`config.mk`:
```
export PLATFORM = sky130hd
export DESIGN_NAME = reg_file_mp_flat
export DESIGN_NICKNAME = d
export VERILOG_FILES = /design/src/rtl/reg_file_mp_if.sv /design/src/rtl/reg_file_mp.sv /design/src/flat_wrapper.sv
export SDC_FILE = /design/constraint.sdc
export NUM_CORES = 2
export LEC_CHECK = 0
export CAP_MARGIN = 20
export CORE_MARGIN = 5
export CORE_UTILIZATION = 40
export CTS_CLUSTER_DIAMETER = 150
export DETAILED_ROUTE_END_ITERATION = 16
export SLEW_MARGIN = 10
export SYNTH_ARGS = -nofsm -noshare
export SYNTH_HDL_FRONTEND = slang
export SYNTH_SLANG_ARGS = --single-unit
```
`constraint.sdc`:
```
create_clock -name CLK -period 4.1 [get_ports CLK]
set_input_delay 0.41 -clock CLK [delete_from_list [all_inputs] [get_ports CLK]]
set_output_delay 0.41 -clock CLK [all_outputs]
set_load 0.03 [all_outputs]
```
`src/rtl/reg_file_mp_if.sv`:
```
// ============================================================================
// Module      : reg_file_mp_if
// Description : Write, read, and busy-scoreboard bus of the multi-port register file.
// Revision    : 1.0 - initial release
// ============================================================================
`default_nettype none

interface reg_file_mp_if #(
    parameter int DATA_WIDTH = 32,
    parameter int ADDR_WIDTH = 5,
    parameter int NUM_READ   = 2
);
    logic [DATA_WIDTH-1:0]          IN;
    logic [ADDR_WIDTH-1:0]          INADDRESS;
    logic                           WRITE;
    logic [DATA_WIDTH/8-1:0]        WSTRB;
    logic [NUM_READ*ADDR_WIDTH-1:0] RADDR;
    logic [NUM_READ*DATA_WIDTH-1:0] RDATA;
    logic [NUM_READ-1:0]            RBUSY;
    logic                           BUSY_SET;
    logic [ADDR_WIDTH-1:0]          BUSY_ADDR;

    modport master (
        output IN, INADDRESS, WRITE, WSTRB, RADDR, BUSY_SET, BUSY_ADDR,
        input  RDATA, RBUSY
    );

    modport slave (
        input  IN, INADDRESS, WRITE, WSTRB, RADDR, BUSY_SET, BUSY_ADDR,
        output RDATA, RBUSY
    );
endinterface

`default_nettype wire

```
`src/rtl/reg_file_mp.sv`:
```
// ============================================================================
// Module      : reg_file_mp
// Description : Byte-strobed register file with hardwired r0, write-first
//               bypass on every read port and a per-register busy scoreboard.
// Revision    : 1.0 - initial release
// ============================================================================
`default_nettype none

module reg_file_mp #(
    parameter int DATA_WIDTH = 32,
    parameter int ADDR_WIDTH = 5,
    parameter int NUM_READ   = 2
) (
    input  wire logic     CLK,
    input  wire logic     RESET,
    reg_file_mp_if.slave  bus
);
    localparam int NUM_REGS  = 2 ** ADDR_WIDTH;
    localparam int NUM_BYTES = DATA_WIDTH / 8;

    logic [DATA_WIDTH-1:0] r_regs [NUM_REGS];
    logic [NUM_REGS-1:0]   r_busy;

    logic [DATA_WIDTH-1:0] w_mask;
    logic [DATA_WIDTH-1:0] w_merged;
    logic [NUM_REGS-1:0]   w_busy_nxt;
    logic                  w_wr_en;
    logic                  w_set_en;

    assign w_wr_en  = bus.WRITE    && !RESET && (bus.INADDRESS != '0);
    assign w_set_en = bus.BUSY_SET && !RESET && (bus.BUSY_ADDR != '0);

    for (genvar k = 0; k < NUM_BYTES; k++) begin : g_mask
        assign w_mask[8*k +: 8] = {8{bus.WSTRB[k]}};
    end

    // Value the target register will hold after this edge; also the bypass value.
    assign w_merged = (r_regs[bus.INADDRESS] & ~w_mask) | (bus.IN & w_mask);

    // Set is applied after clear so a new issue outranks a retiring producer.
    always_comb begin
        w_busy_nxt = r_busy;
        if (w_wr_en) begin
            w_busy_nxt[bus.INADDRESS] = 1'b0;
        end
        if (w_set_en) begin
            w_busy_nxt[bus.BUSY_ADDR] = 1'b1;
        end
        w_busy_nxt[0] = 1'b0;
    end

    always_ff @(posedge CLK) begin
        if (RESET) begin
            for (int i = 0; i < NUM_REGS; i++) begin
                r_regs[i] <= '0;
            end
            r_busy <= '0;
        end else begin
            if (w_wr_en) begin
                r_regs[bus.INADDRESS] <= w_merged;
            end
            r_busy <= w_busy_nxt;
        end
    end

    for (genvar p = 0; p < NUM_READ; p++) begin : g_read
        logic [ADDR_WIDTH-1:0] w_raddr;
        logic                  w_hit;

        assign w_raddr = bus.RADDR[p*ADDR_WIDTH +: ADDR_WIDTH];
        assign w_hit   = w_wr_en && (bus.INADDRESS == w_raddr);

        assign bus.RDATA[p*DATA_WIDTH +: DATA_WIDTH] =
            (w_raddr == '0) ? '0 : (w_hit ? w_merged : r_regs[w_raddr]);

        // A retiring register is already readable through the bypass.
        assign bus.RBUSY[p] = (w_raddr != '0) && r_busy[w_raddr] && !w_hit;
    end

endmodule

`default_nettype wire

```
`src/flat_wrapper.sv`:
```
// flat-port wrapper written by rule: the top's interface ports become plain ports
module reg_file_mp_flat 
#(
    parameter int DATA_WIDTH = 32,
    parameter int ADDR_WIDTH = 5,
    parameter int NUM_READ   = 2
)
  (CLK, RESET, bus_IN, bus_INADDRESS, bus_WRITE, bus_WSTRB, bus_RADDR, bus_BUSY_SET, bus_BUSY_ADDR, bus_RDATA, bus_RBUSY);
  reg_file_mp_if #(.DATA_WIDTH(DATA_WIDTH), .ADDR_WIDTH(ADDR_WIDTH), .NUM_READ(NUM_READ)) bus_i ();
  input  wire logic CLK;
  input  wire logic RESET;
  input wire logic [$bits(bus_i.IN)-1:0] bus_IN;
  input wire logic [$bits(bus_i.INADDRESS)-1:0] bus_INADDRESS;
  input wire logic [$bits(bus_i.WRITE)-1:0] bus_WRITE;
  input wire logic [$bits(bus_i.WSTRB)-1:0] bus_WSTRB;
  input wire logic [$bits(bus_i.RADDR)-1:0] bus_RADDR;
  input wire logic [$bits(bus_i.BUSY_SET)-1:0] bus_BUSY_SET;
  input wire logic [$bits(bus_i.BUSY_ADDR)-1:0] bus_BUSY_ADDR;
  output wire logic [$bits(bus_i.RDATA)-1:0] bus_RDATA;
  output wire logic [$bits(bus_i.RBUSY)-1:0] bus_RBUSY;
  assign bus_i.IN = bus_IN;
  assign bus_i.INADDRESS = bus_INADDRESS;
  assign bus_i.WRITE = bus_WRITE;
  assign bus_i.WSTRB = bus_WSTRB;
  assign bus_i.RADDR = bus_RADDR;
  assign bus_i.BUSY_SET = bus_BUSY_SET;
  assign bus_i.BUSY_ADDR = bus_BUSY_ADDR;
  assign bus_RDATA = bus_i.RDATA;
  assign bus_RBUSY = bus_i.RBUSY;
  reg_file_mp #(.DATA_WIDTH(DATA_WIDTH), .ADDR_WIDTH(ADDR_WIDTH), .NUM_READ(NUM_READ)) u_core (.CLK(CLK), .RESET(RESET), .bus(bus_i));
endmodule
```
Yosys cells after proc, flatten, opt, wreduce, memory -nomap -nowiden
Memories as Yosys holds them, arrays and structs flattened.
Cells that the tools add are included.
{"block": "classes", "n_mux": 22, "bitwise_logic": 7, "order_cmp": 6, "n_eq_ne": 2, "reduce_logical": 22}
{"cell": "$mux 32", "count": 7}
{"cell": "$and 32x32->32", "count": 3}
{"cell": "$not 32->32", "count": 2}
{"cell": "$or 32x32->32", "count": 2}
{"cell": "$reduce_or 32->1", "count": 1}
{"cell": "$lt 5x6->1 const B", "count": 4}
{"cell": "$reduce_bool 5->1", "count": 4}
{"cell": "$logic_and 1x1->1", "count": 12}
{"cell": "$bmux 1 s5", "count": 2}
{"cell": "$demux 1 s5", "count": 2}
{"cell": "$eq 5x5->1", "count": 2}
{"cell": "$ge 5x1->1 const B", "count": 2}
{"cell": "$logic_not 5->1", "count": 2}
{"cell": "$mux 1", "count": 10}
{"cell": "$mux 5", "count": 1}
{"cell": "$logic_not 1->1", "count": 3}
{"block": "totals", "inputBits": 60, "ram_bits": 1024, "n_memories": 1, "regBits": 32}
{"memory": "u_core.r_regs", "depth": 32, "width": 32, "read_ports": 3, "rd_ports_with_merged_regs": 0, "write_ports": 32, "line_no": "reg_file_mp.sv:21", "text": "logic [DATA_WIDTH-1:0] r_regs [NUM_REGS];"}

Depth between registers and ports, before layout
{"block": "depth", "depth_word": 9, "mapped_depth": 11, "ltp_nobuf": 6}

Worst setup path after synthesis
OpenSTA, ideal clock, no wires.
{"block": "synth_timing", "path_kind": "in2reg", "start": "input port bus_INADDRESS[1]", "end": "memory u_core.r_regs[2][0], enable pin", "path_stages": 8, "path_slack_ps": 1128, "arrival_ps": 2582, "n_path_buf": 5, "path_cell_list": "buf_2 buf_4 buf_4 buf_4 nor3b_2 nand2_1 clkbuf_1 nand2_1"}
{"item": "start, declared", "line_no": "flat_wrapper.sv:13", "text": "input wire logic [$bits(bus_i.INADDRESS)-1:0] bus_INADDRESS;"}
{"item": "end, declared", "line_no": "reg_file_mp.sv:21"}

Worst setup path after layout
{"block": "layout_timing", "start": "input port bus_WRITE", "end": "output port bus_RDATA[31]"}
{"block": "layout_between", "elab_chain_len": 5}
{"item": "start, declared", "line_no": "flat_wrapper.sv:14", "text": "input wire logic [$bits(bus_i.WRITE)-1:0] bus_WRITE;"}
{"item": "$logic_and 1x1->1 (2 in series)", "line_no": "reg_file_mp.sv:30", "text": "assign w_wr_en = bus.WRITE && !RESET && (bus.INADDRESS != '0);"}
{"item": "$logic_and 1x1->1", "line_no": "reg_file_mp.sv:71", "text": "assign w_hit = w_wr_en && (bus.INADDRESS == w_raddr);"}
{"item": "$mux 32 (2 in series)", "line_no": "reg_file_mp.sv:74", "text": "(w_raddr == '0) ? '0 : (w_hit ? w_merged : r_regs[w_raddr]);"}
{"item": "end, declared", "line_no": "flat_wrapper.sv:19", "text": "output wire logic [$bits(bus_i.RDATA)-1:0] bus_RDATA;"}
No other way between the ends.

==> key figures <==
Run status
  – Status: complete, no violations

GRT
  – Met3 Track Usage GR: 0.1097
  – Gr usage total: 0.3206
  – Initial antenna violation count: 4
  – Met1 Track Usage GR: 0.4181
  – Total gr overflow: 0
  – M2 GR Usage: 0.4621
  – First-pass GRT wire length: 373600 um
  – Maximum number of pins on one net before global-route repair: 71
  – Number of global-route vias before repair: 46095
  – Gr busiest metal: met2

Floorplan
  – Die area: 166000 um^2
  – Top Ports: 126
  – Initial Util: 0.4035
  – Std cell rows: 145
  – Area of the core: 156600 um^2
  – Die width: 407.4 um
  – DIE HEIGHT: 407.4 um

Critical path
  – Crit Path Class: input pin to output port
  – WP data required: 3.69 ns
  – CP endpoint kind: output port
  – Worst Path Max Fanout: 8
  – Crit path DAT: 3.69 ns
  – CP Launch Type: input pin

Clock network
  – Clock slew at reported path FFs: 0.06 ns
  – Sink Count: 1055
  – Post-CTS sizing: 0
  – H-Tree Depth: 3
  – Clock tree buffer depth: 3
  – CTS tree: built
  – Clk Latency, worst-skew pair: 0.81 ns
  – Cts hold-fix bufs: 0
  – Clk root buf: clkbuf_16
  – CTS buffer count: 118
  – Setup Fix Bufs, Post-CTS: 0

Timing
  – Max Slew Vio Count: 0
  – Maximum clock rate: 243.9 MHz
  – Setup-failing EPs final: 0
  – Hold slack final: 0.4885 ns
  – RSZ-0062 raised after global routing: no
  – Final Cycle Share: 0.9999
  – Setup_tns: 0 ns
  – Minimum clock period: 4.100 ns
  – Worst slew margin: 0.2599
  – Max Clock Skew: 0.04989 ns
  – Final Hold Vio Count: 0
  – Worst-margin pin slew: 1.110 ns

Layout
  – Syn-to-layout area delta: 14.31%
  – Total Nets Final: 4595
  – Fill count: 13666
  – Final core utilization: 0.4612
  – Fin area: 72210 um^2
  – Fraction of layout instances using a drive strength above 1: 0.3110

Detailed routing
  – Via count: 47831
  – DRT Wirelength: 273800 um
  – # DRC: 0
  – Number of routed nets with antenna violations: 0
  – DRT Pass-1 Iters: 9
  – DRT iter0 DRCs: 8792
  – Avg Vias per Cell: 7.139
  – Routed len/inst: 40.86 um

Pwr
  – Max VDD drop: 0.4029 mV
  – Sequential power share: 0.439
  – Int Power: 20.63 mW
  – Switching power share of the total: 0.2786
  – Power per cell area: 396.1 nW/um^2
  – P_leak: 25.93 nW
  – Comb pwr share: 0.172
  – Clock Power Share: 0.389
  – Switch Pwr: 7.969 mW

Placed design
  – RD Place Congestion: 0.9316
  – PortBufs: 125
  – Post-DP HPWL: 167600 um
  – Post-place instance area: 68200 um^2

Synthesis
  – Ys flop type: edfxtp_1
  – Cells after Synth: 4447
  – FF+latch count, synth: 1055
  – EDFF count, synth: 1024
  – Distinct cells, synth: 72
  – Post-synthesis area per instance: 14.20 um^2
  – Synth Cell Area: 63170 um^2
  – YS warnings: 0
  – Async set-reset flop share out of synthesis: 0
  – Seq/Total Area, Yosys: 0.4966

Min path
  – Tightest Hold Check Type: flip-flop to flip-flop

Run
  – Max-Cap Viols: 0
synthesized netlist by cell type, types with 35 or more instances:
library cell	number	area share
buf_6	60	0.011
mux4_2	716	0.26
o22ai_1	108	0.011
a211oi_1	43	0.0051
clkbuf_1	170	0.010
buf_2	145	0.011
a21oi_1	70	0.0055
nor2_1	1022	0.061
nand2_1	103	0.0061
edfxtp_1	1024	0.49
a22oi_1	74	0.0088
buf_1	35	0.0021
buf_4	78	0.0093
mux2i_1	368	0.058
registers in the layout, indices dropped and copies added, names as in the netlist:
register,cells
u_core.r_regs,1024
u_core.r_busy,31
layer usage:
metal,wire (um),vias up
met4,21900,2
met2,115900,4585
met5,13,-
met3,42270,1065
met1,93630,24359
li1,-,17820
layout make-up:
class | count | area, um^2 | area share
Tap cell | 2058 | 2575 | 0.03566
Clock buffer | 141 | 3123 | 0.04325
Sequential cell | 1055 | 31370 | 0.4344
Timing Repair Buffer | 428 | 4797 | 0.06643
Inverter | 23 | 86.33 | 0.001196
Multi-Input combinational cell | 2909 | 29380 | 0.4068
Antenna cell | 2 | 5.005 | 0.00006931
Clock inverter | 84 | 878.3 | 0.01216
cells by family (layout without fill, tap and decap cells):
group	count (synthesis)	in the layout	synth area share
multiplexers	1108	1108	0.3179
AND/OR/NAND/NOR	1292	1292	0.08497
buffers and inverters	514	676	0.04556
flip-flops	1055	1055	0.4966
XOR/XNOR	9	9	0.001248
AO/OA/AOI/OAI	468	468	0.05368
other	1	34	0.00005937
stage by stage:
| stage | std cells | setup WS [ns] | power, mW |
|---|---|---|---|
| final | 6700 | 0.0003644 | 28.60 |
| after global routing | 6698 | 0.04667 | 29.22 |
| after CTS | 6698 | 0.2051 | 28.50 |
| after detailed placement | 6473 | 0.1848 | 17.55 |
| after global placement | 6473 | 0.1709 | 17.53 |
| after floorplan | 4478 | 1.128 | 15.60 |
worst max-delay path, stage by stage:
cell,delay [ns]
clkdlybuf4s50_1,0.63
nand2_1,0.42
nor4_4,0.75
nor3_2,0.23
buf_4,0.29
a32oi_1,0.33
o21ai_0,0.33
buf_4,0.27
worst paths after layout:
| path | start | to | slack, ns | cells past startpoint |
|---|---|---|---|---|
| worst max-delay path | bus_WRITE | bus_RDATA[31] | 0.0004 | 8 |
| worst min-delay path | u_core.r_busy[26]$_SDFF_PP0_ | u_core.r_busy[26]$_SDFF_PP0_ | 0.49 | 2 |
| worst max register to register | u_core.r_regs[27][30]$_SDFFCE_PN0P_ | u_core.r_regs[2][30]$_SDFFCE_PN0P_ | 1.25 | 6 |
| worst min register to register | u_core.r_busy[26]$_SDFF_PP0_ | u_core.r_busy[26]$_SDFF_PP0_ | 0.49 | 2 |
power groups by stage:
stage | combinational [mW] | sequential, mW | clock [mW]
floorplan | 2.97 | 12.6 | 0
global placement | 4.80 | 12.7 | 0
detailed placement | 4.81 | 12.7 | 0
CTS | 4.82 | 12.5 | 11.2
global route | 5.02 | 12.6 | 11.6
finish | 4.93 | 12.5 | 11.1
cells in the final DEF, fill, tap and decap left out, drive strengths merged, types with 44 or more instances in the layout:
cell,instances
nor2,1043
edfxtp,1024
mux4,716
buf,384
mux2i,368
clkbuf,141
o22ai,113
nand2,104
a22oi,74
a21oi,70
o21ai,59
clkinv,56
clkdlybuf4s50,44
a211oi,44
No activity file was read; power rests on OpenSTA's default activity.
